## config.mk

```make
export PLATFORM = sky130hd
export DESIGN_NAME = lab2_proc_mem_arbiter
export DESIGN_NICKNAME = d
export VERILOG_FILES = /design/src/rtl/lab2_proc_mem_arbiter_pkg.sv /design/src/rtl/lab2_proc_ArbTagFifo.sv /design/src/rtl/lab2_proc_mem_arbiter.sv
export SDC_FILE = /design/constraint.sdc
export NUM_CORES = 1
export LEC_CHECK = 0
export CORE_AREA = 8 8 142 144
export CTS_CLUSTER_DIAMETER = 100
export CTS_CLUSTER_SIZE = 14
export DETAILED_ROUTE_END_ITERATION = 7
export DIE_AREA = 0 0 150 152
export GPL_TIMING_DRIVEN = 0
export PLACE_DENSITY = 0.53
export SYNTH_ARGS = -nofsm -noshare
export SYNTH_HDL_FRONTEND = slang
export SYNTH_HIERARCHICAL = 1
export SYNTH_SLANG_ARGS = --single-unit
```

## constraint.sdc

```tcl
create_clock -name clk -period 3.2 [get_ports clk]
set_input_delay 0.64 -clock clk [delete_from_list [all_inputs] [get_ports clk]]
set_output_delay 0.64 -clock clk [all_outputs]
set_load 0.01 [all_outputs]
```

## src/rtl/lab2_proc_mem_arbiter_pkg.sv

```systemverilog
// Shared memory message types and arbiter port identifiers.
package lab2_proc_mem_arbiter_pkg;

    // Same field order and widths as the vc mem-msgs 4-byte request/response.
    typedef struct packed {
        logic [2:0]  msg_type;
        logic [7:0]  opaque;
        logic [31:0] addr;
        logic [1:0]  len;
        logic [31:0] data;
    } mem_req_4B_t;

    typedef struct packed {
        logic [2:0]  msg_type;
        logic [7:0]  opaque;
        logic [1:0]  test;
        logic [1:0]  len;
        logic [31:0] data;
    } mem_resp_4B_t;

    localparam logic [2:0] MEM_MSG_TYPE_READ  = 3'd0;
    localparam logic [2:0] MEM_MSG_TYPE_WRITE = 3'd1;

    // Port IDs stored in the tracking FIFO.
    typedef enum logic {
        ARB_PORT_IMEM = 1'b0,
        ARB_PORT_DMEM = 1'b1
    } arb_port_e;

    function automatic arb_port_e arb_other(input arb_port_e p);
        return (p == ARB_PORT_IMEM) ? ARB_PORT_DMEM : ARB_PORT_IMEM;
    endfunction

endpackage

```

## src/rtl/lab2_proc_ArbTagFifo.sv

```systemverilog
// In-order tracking FIFO of 1-bit port IDs; depth must be a power of two (2..16).
module lab2_proc_ArbTagFifo #(
    parameter int unsigned p_depth = 4
) (
    input  logic clk,
    input  logic reset,
    input  logic i_push,
    input  logic i_push_data,
    input  logic i_pop,
    output logic o_head,
    output logic o_full,
    output logic o_empty
);

    localparam int unsigned AW = $clog2(p_depth);

    logic [p_depth-1:0] r_mem;
    logic [AW-1:0]      r_head;
    logic [AW-1:0]      r_tail;
    logic [AW:0]        r_count;
    logic               w_push;
    logic               w_pop;

    // Status flags and guarded push/pop strobes.
    always_comb begin
        o_full  = (r_count == (AW+1)'(p_depth));
        o_empty = (r_count == '0);
        o_head  = r_mem[r_head];
        w_push  = i_push & ~o_full;
        w_pop   = i_pop & ~o_empty;
    end

    // Storage and pointers; pointers wrap naturally since depth is a power of two.
    always_ff @(posedge clk or negedge reset) begin
        if (!reset) begin
            r_mem  <= '0;
            r_head <= '0;
            r_tail <= '0;
        end else begin
            if (w_push) begin
                r_mem[r_tail] <= i_push_data;
                r_tail        <= r_tail + AW'(1);
            end
            if (w_pop) begin
                r_head <= r_head + AW'(1);
            end
        end
    end

    // Occupancy: simultaneous push and pop leaves the count unchanged.
    always_ff @(posedge clk or negedge reset) begin
        if (!reset) begin
            r_count <= '0;
        end else begin
            case ({w_push, w_pop})
                2'b10:   r_count <= r_count + (AW+1)'(1);
                2'b01:   r_count <= r_count - (AW+1)'(1);
                default: r_count <= r_count;
            endcase
        end
    end

endmodule

```

## src/rtl/lab2_proc_mem_arbiter.sv

```systemverilog
// Round-robin 2:1 arbiter of imem/dmem onto one memory port; responses
// are steered back in order using a tracking FIFO of issued port IDs.
module lab2_proc_mem_arbiter
    import lab2_proc_mem_arbiter_pkg::*;
#(
    parameter int unsigned p_max_out = 4
) (
    input  logic         clk,
    input  logic         reset,

    input  mem_req_4B_t  imem_reqstream_msg,
    input  logic         imem_reqstream_val,
    output logic         imem_reqstream_rdy,
    output mem_resp_4B_t imem_respstream_msg,
    output logic         imem_respstream_val,
    input  logic         imem_respstream_rdy,

    input  mem_req_4B_t  dmem_reqstream_msg,
    input  logic         dmem_reqstream_val,
    output logic         dmem_reqstream_rdy,
    output mem_resp_4B_t dmem_respstream_msg,
    output logic         dmem_respstream_val,
    input  logic         dmem_respstream_rdy,

    output mem_req_4B_t  mem_reqstream_msg,
    output logic         mem_reqstream_val,
    input  logic         mem_reqstream_rdy,
    input  mem_resp_4B_t mem_respstream_msg,
    input  logic         mem_respstream_val,
    output logic         mem_respstream_rdy
);

    arb_port_e r_prio;
    arb_port_e w_grant;
    logic      w_fifo_full;
    logic      w_fifo_empty;
    logic      w_fifo_head;
    logic      w_req_ok;
    logic      w_resp_ok;
    logic      w_req_fire;
    logic      w_resp_fire;
    logic      w_head_dmem;

    // Request path: grant selection and forwarding. Vals never look at rdys.
    always_comb begin
        w_req_ok           = reset & ~w_fifo_full;
        w_grant            = ARB_PORT_IMEM;
        mem_reqstream_val  = 1'b0;
        mem_reqstream_msg  = imem_reqstream_msg;
        imem_reqstream_rdy = 1'b0;
        dmem_reqstream_rdy = 1'b0;

        if (imem_reqstream_val && dmem_reqstream_val) begin
            w_grant = r_prio;
        end else if (dmem_reqstream_val) begin
            w_grant = ARB_PORT_DMEM;
        end

        if (w_grant == ARB_PORT_DMEM) begin
            mem_reqstream_msg = dmem_reqstream_msg;
        end

        mem_reqstream_val  = w_req_ok & (imem_reqstream_val | dmem_reqstream_val);
        imem_reqstream_rdy = w_req_ok & imem_reqstream_val &
                             (w_grant == ARB_PORT_IMEM) & mem_reqstream_rdy;
        dmem_reqstream_rdy = w_req_ok & dmem_reqstream_val &
                             (w_grant == ARB_PORT_DMEM) & mem_reqstream_rdy;
        w_req_fire         = mem_reqstream_val & mem_reqstream_rdy;
    end

    // Response path: FIFO head picks the destination port.
    always_comb begin
        w_resp_ok           = reset & ~w_fifo_empty;
        w_head_dmem         = (w_fifo_head == ARB_PORT_DMEM);
        imem_respstream_msg = mem_respstream_msg;
        dmem_respstream_msg = mem_respstream_msg;
        imem_respstream_val = w_resp_ok & ~w_head_dmem & mem_respstream_val;
        dmem_respstream_val = w_resp_ok &  w_head_dmem & mem_respstream_val;
        mem_respstream_rdy  = w_resp_ok &
                              (w_head_dmem ? dmem_respstream_rdy : imem_respstream_rdy);
        w_resp_fire         = mem_respstream_val & mem_respstream_rdy;
    end

    // Priority pointer: after each issued request, favour the port that did not win.
    always_ff @(posedge clk or negedge reset) begin
        if (!reset) begin
            r_prio <= ARB_PORT_IMEM;
        end else if (w_req_fire) begin
            r_prio <= arb_other(w_grant);
        end
    end

    lab2_proc_ArbTagFifo #(
        .p_depth (p_max_out)
    ) u_tag_fifo (
        .clk         (clk),
        .reset       (reset),
        .i_push      (w_req_fire),
        .i_push_data (w_grant),
        .i_pop       (w_resp_fire),
        .o_head      (w_fifo_head),
        .o_full      (w_fifo_full),
        .o_empty     (w_fifo_empty)
    );

endmodule

```

; ---- Word-level counts from Yosys, hierarchy flattened
; Index checks and enable logic that the tools add are counted.
[totals]
regBits = 12
latchBits = 0
ram_bits = 0
rom_bits = 0
output_inout_bits = 177
memories = 0
[op_classes]
add_sub_neg = 4
n_mul = 0
n_div = 0
n_lt_le_gt_ge = 3
n_eq_ne = 3
n_shift = 0
mux = 11
n_bitwise = 23
n_reduce_logical = 4
[ops]
columns = cell, count
row1 = 77-bit 2-to-1 mux, 1
row2 = 1-bit bitwise AND, 18
row3 = "2-bit by 3-bit < comparator with 1-bit output, second input constant", 2
row4 = 1-bit 2-to-1 mux, 6
row5 = 3-bit one-hot mux with 2 select lines, 1
row6 = "2-bit by 1-bit adder with 2-bit output, second input constant", 2
row7 = 4-bit bitwise mux, 1
row8 = 1-bit inverter, 4
row9 = "3-bit by 1-bit adder with 3-bit output, second input constant", 1
row10 = "3-bit == test, second input constant", 1
row11 = 3-bit logical NOT, 1
row12 = "3-bit by 1-bit subtractor with 3-bit output, second input constant", 1
row13 = 1-bit binary-select mux with 2-bit select, 1
row14 = 1-bit demux with 2-bit select, 1
row15 = "2-bit by 1-bit == test with 1-bit output, second input constant", 1
row16 = "2-bit == test, second input constant", 1
row17 = "2-bit by 1-bit greater-or-equal comparator with 1-bit output, second input constant", 1
row18 = 1-bit logical AND, 2
row19 = 2-bit nonzero test, 1
row20 = 1-bit bitwise OR, 1

; ---- Depth between registers and ports, before layout
[logic_depth]
depth_word = 8
ltp_mapped = 11
mapped_depth_nobuf = 10

; ---- Modules after synthesis
; Netlist, hierarchy kept.
[by_module_without_submodules]
columns = mod, instances, cells_per_inst, area_each_um2, seq_area_each_um2
row1 = lab2_proc_mem_arbiter, 1, 199, 1783.0, 25.0
row2 = lab2_proc_ArbTagFifo, 1, 54, 605.6, 275.3

; ---- Worst setup path before layout
; OpenSTA, ideal clock, no wires.
[synth_timing]
path_type = reg-to-reg
start = reg u_tag_fifo.r_head[0]
end = reg u_tag_fifo.r_count[2]
t_arrival_ns = 2.265
slack_ns = 0.856
path_stages_with_launch = 11
path_buffers = 0
path_cell_list = dfrtp_1 -> mux4_2 -> mux2i_1 -> nor2_1 -> o31a_2 -> ha_1 -> inv_1 -> fa_1 -> xor2_1 -> nor2_1 -> xor2_1
[synth_between]
elab_chain_len = 8
elab_cells_between_ends = 10
[synth_lines]
columns = element, line
row1 = start: declaration, lab2_proc_ArbTagFifo.sv:18  ; logic [AW-1:0] r_head;
row2 = start signal: assignment, lab2_proc_ArbTagFifo.sv:45  ; r_head <= r_head + AW'(1);
row3 = 1-bit binary-select mux with 2-bit select *, lab2_proc_ArbTagFifo.sv:28  ; o_head = r_mem[r_head];
row4 = 1-bit 2-to-1 mux (implied by the code) *, lab2_proc_ArbTagFifo.sv:28
row5 = net w_fifo_head, lab2_proc_mem_arbiter.sv:37  ; logic w_fifo_head;
row6 = 1-bit 2-to-1 mux *, lab2_proc_mem_arbiter.sv:80  ; (w_head_dmem ? dmem_respstream_rdy : imem_respstream_rdy);
row7 = 1-bit bitwise AND *, lab2_proc_mem_arbiter.sv:79  ; mem_respstream_rdy = w_resp_ok &
row8 = 1-bit bitwise AND *, lab2_proc_mem_arbiter.sv:81  ; w_resp_fire = mem_respstream_val & mem_respstream_rdy;
row9 = net w_resp_fire, lab2_proc_mem_arbiter.sv:41  ; logic w_resp_fire;
row10 = 1-bit bitwise AND *, lab2_proc_ArbTagFifo.sv:30  ; w_pop = i_pop & ~o_empty;
row11 = net u_tag_fifo.w_pop, lab2_proc_ArbTagFifo.sv:22  ; logic w_pop;
row12 = 2-bit by 1-bit == test with 1-bit output or 2-bit == test (tied branches), lab2_proc_ArbTagFifo.sv:55  ; case ({w_push, w_pop})
row13 = 3-bit one-hot mux with 2 select lines or 2-bit nonzero test (tied branches), n/a
row14 = end signal: assignment, lab2_proc_ArbTagFifo.sv:56  ; 2'b10: r_count <= r_count + (AW+1)'(1);
row15 = end signal: assignment, lab2_proc_ArbTagFifo.sv:57  ; 2'b01: r_count <= r_count - (AW+1)'(1);
row16 = end signal: assignment, lab2_proc_ArbTagFifo.sv:58  ; default: r_count <= r_count;
row17 = end: declaration, lab2_proc_ArbTagFifo.sv:20  ; logic [AW:0] r_count;
; The timed path passes the listed nets; every way through them passes the cells marked *. The select of a mux whose other input is x is not followed.
; A chain may end at the register's enable or synchronous reset.

==> impl_metrics.tcl <==
set metrics [dict create \
    reg2regPathDepth 10 \
    wl_per_cell_um 19.5 \
    finalWorstSetupSlack_ns 0.167 \
    final.setup.tns_ns 0 \
    n_fill_cell 1840 \
    crit_path_end_kind "primary output" \
    synth_nets 468 \
    fp.dieH_um 152 \
    cap_violations 0 \
    hold_path.class "primary input to async pin" \
    grt.total_usage_pct 13.1 \
    powerDensity_mw_per_mm2 309 \
    viasPerCell 3.61 \
    drc_errors 0 \
    final_common_cell "clkdlybuf4s50_1" \
    place_ws_ns -0.290 \
    clock_sinks 12 \
    cp-start-kind "primary input" \
    cp_max_fo 10 \
    vias 2978 \
    seq_area_um2 300 \
    fin_util_pct 34.8 \
    multiInputGateArea_mm2 0.00127 \
    timing.fmax_mhz 330 \
    finalPower_mw 1.91 \
    ys_seq_area_share_pct 12.6 \
    io_buffers 338 \
    criticalPathCategory "primary input to primary output" \
    hold_viol 0 \
    finalMaxSlewViolations 0 \
    fin_area_mm2 0.00618 \
    ys_warn_count 6 \
    nets 811 \
    clk_latency_ns 0.24 \
    h-tree-depth 1 \
    grt_pass1_wl_um 22700 \
    io_pins 386 \
    cts_tree "done" \
    final_cell_count_no_fill 825 \
    drive_gt1_share_pct 30.6 \
    syn_inst 253 \
    rsz0062_at_grt "false" \
    clock_skew_ns 0.00282 \
    fin_crit_sh_pct 94.8 \
    mostFrequentLayoutCells "260 x clkdlybuf4s50_1, 95 x buf_4, 69 x mux2_2" \
    initial_core_util_pct 13.4 \
    worst_slew_pin_slew_ns 0.378 \
    syn_area_mm2 0.00239 \
    cts_root_buf "clkbuf_16" \
    first_iter_violations 71 \
    outcome "completed" \
    rr_endpoint "u_tag_fifo/r_count[2]$_DFFE_PN0P_" \
    leakage_nw 2.85 \
    dpl_cell_area_mm2 0.00606 \
    clk_pin_slew_ns 0.04 \
    grt_pass1_vias 3257 \
    dp_cells 820 \
    antenna_found_initial 0 \
    ff2ff_setup_slack_ns 0.68 \
    ys_seq_elements 12 \
    cp.required_ns 2.56 \
    crit_arrival_ns 2.39 \
    place.gp.congestion 0.758 \
    setup_viol 0 \
    grt_max_degree 18 \
    clock_path_buffers 2 \
    irDropWorstVdd_mv 0.195 \
    numCtsBuffers 3 \
    timing.rr.start "u_tag_fifo/r_head[0]$_DFFE_PN0P_" \
    rows 49 \
    synth_cell_types 28 \
    avgSynthCellArea_um2 9.44 \
    dp_hpwl_um 14600 \
    wirelength_um 16100 \
    relSlewSlack_pct 74.8 \
    drtPass1Iterations 4 \
    core_mm2 0.0178 \
    fp.dieW_um 150 \
    die_area_mm2 0.0228 \
    ant_nets 0 \
    syn_to_final_growth_pct 159 \
    fin_hold_ws_ns 0.311 \
    period_minus_slack_ns 3.03 \
    overflow 0 \
]
-- metal layers --
layer | part of all wire (%) | global-route usage [%] | routed length [µm] | vias to the layer above
li1 | - | - | - | 1447
met1 | 35 | 13.1 | 5560 | 1343
met2 | 54 | 25.4 | 8690 | 175
met3 | 10 | 4.19 | 1630 | 13
met4 | 1.4 | 2.67 | 229 | 0
met5 | 0 | 0 | 0 | -
-- timing repair --
item,in CTS,in global routing
pin swaps,1,0
setup buffers,1,0
hold buffers,0,0
setup endpoints to repair,81,33
resized for setup,52,33
-- how the worst max path moves through the flow --
stage | start | endpoint | slack [ns]
6_report | imem_reqstream_val | mem_reqstream_msg[64] | 0.17
3_3_place_gp | imem_reqstream_val | mem_reqstream_msg[70] | -0.25
5_1_grt | imem_reqstream_val | mem_reqstream_msg[71] | 0.09
2_1_floorplan | u_tag_fifo/r_head[0]$_DFFE_PN0P_ | u_tag_fifo/r_count[2]$_DFFE_PN0P_ | 0.86
4_1_cts | imem_reqstream_val | mem_reqstream_msg[44] | 0.005
3_5_place_dp | reset | imem_reqstream_rdy | -0.29
-- cell type report --
cell class                 count  share of cell area [%]
buffer                       102                    12.8
antenna                        2                  0.0810
multi-input combinational    130                    20.6
clock buffer                   3                    1.21
sequential                    12                    4.86
timing repair buffer         339                    55.3
tap                          229                    4.64
inverter                       8                   0.486
-- state kept, by name (all words and copies together) (netlist names) --
name	flops
r_prio	1
u_tag_fifo/r_count	3
u_tag_fifo/r_head	2
u_tag_fifo/r_mem	4
u_tag_fifo/r_tail	2
-- cells in the mapped netlist --
| library cell | count | area [µm²] |
|---|---|---|
| buf_6 | 3 | 33.8 |
| o21ai_0 | 8 | 40.0 |
| nor3b_1 | 2 | 15.0 |
| xor2_1 | 3 | 26.3 |
| o31a_2 | 1 | 10.0 |
| nor3_1 | 1 | 5.00 |
| buf_4 | 100 | 751 |
| mux2_2 | 69 | 777 |
| nor3b_4 | 1 | 18.8 |
| nand2b_1 | 1 | 6.26 |
| fa_1 | 1 | 20.0 |
| inv_2 | 1 | 3.75 |
| a31oi_1 | 1 | 6.26 |
| dfrtp_1 | 12 | 300 |
| o21ai_4 | 1 | 16.3 |
| and3b_1 | 1 | 8.76 |
| mux2_1 | 8 | 90.1 |
| mux2i_1 | 2 | 20.0 |
| nand3b_1 | 2 | 15.0 |
| a21oi_1 | 1 | 5.00 |
| nor2_1 | 7 | 26.3 |
| mux2_4 | 1 | 15.0 |
| inv_1 | 7 | 26.3 |
| ha_1 | 5 | 62.6 |
| xnor2_1 | 3 | 26.3 |
| nand2_1 | 9 | 33.8 |
| mux4_2 | 1 | 22.5 |
| a211oi_1 | 1 | 7.51 |
-- cells by family after synthesis --
family                     count (synthesis)  synth area share, %
and+or+nand+nor                           24                 5.40
buffers and inverters                    111                 34.1
xor gates and xnor gates                   6                 2.20
adders and majority gates                  6                 3.46
DFF                                       12                 12.6
muxes                                     81                 38.7
AOI/OAI and AO/OA                         13                 3.56
-- critical path: stages --
cell	delay (ns)
clkdlybuf4s50_1	0.52
inv_2	0.06
o21ai_4	0.14
buf_12	0.15
buf_4	0.19
mux2_2	0.38
dlygate4sd2_1	0.30
-- where the power goes --
part | internal [mW] | leakage [nW] | switching (mW)
Clock | 0.163 | 0.0370 | 0.0634
Combinational | 0.849 | 2.67 | 0.528
Sequential | 0.228 | 0.144 | 0.0791
Power figures use the tool's default switching activity.
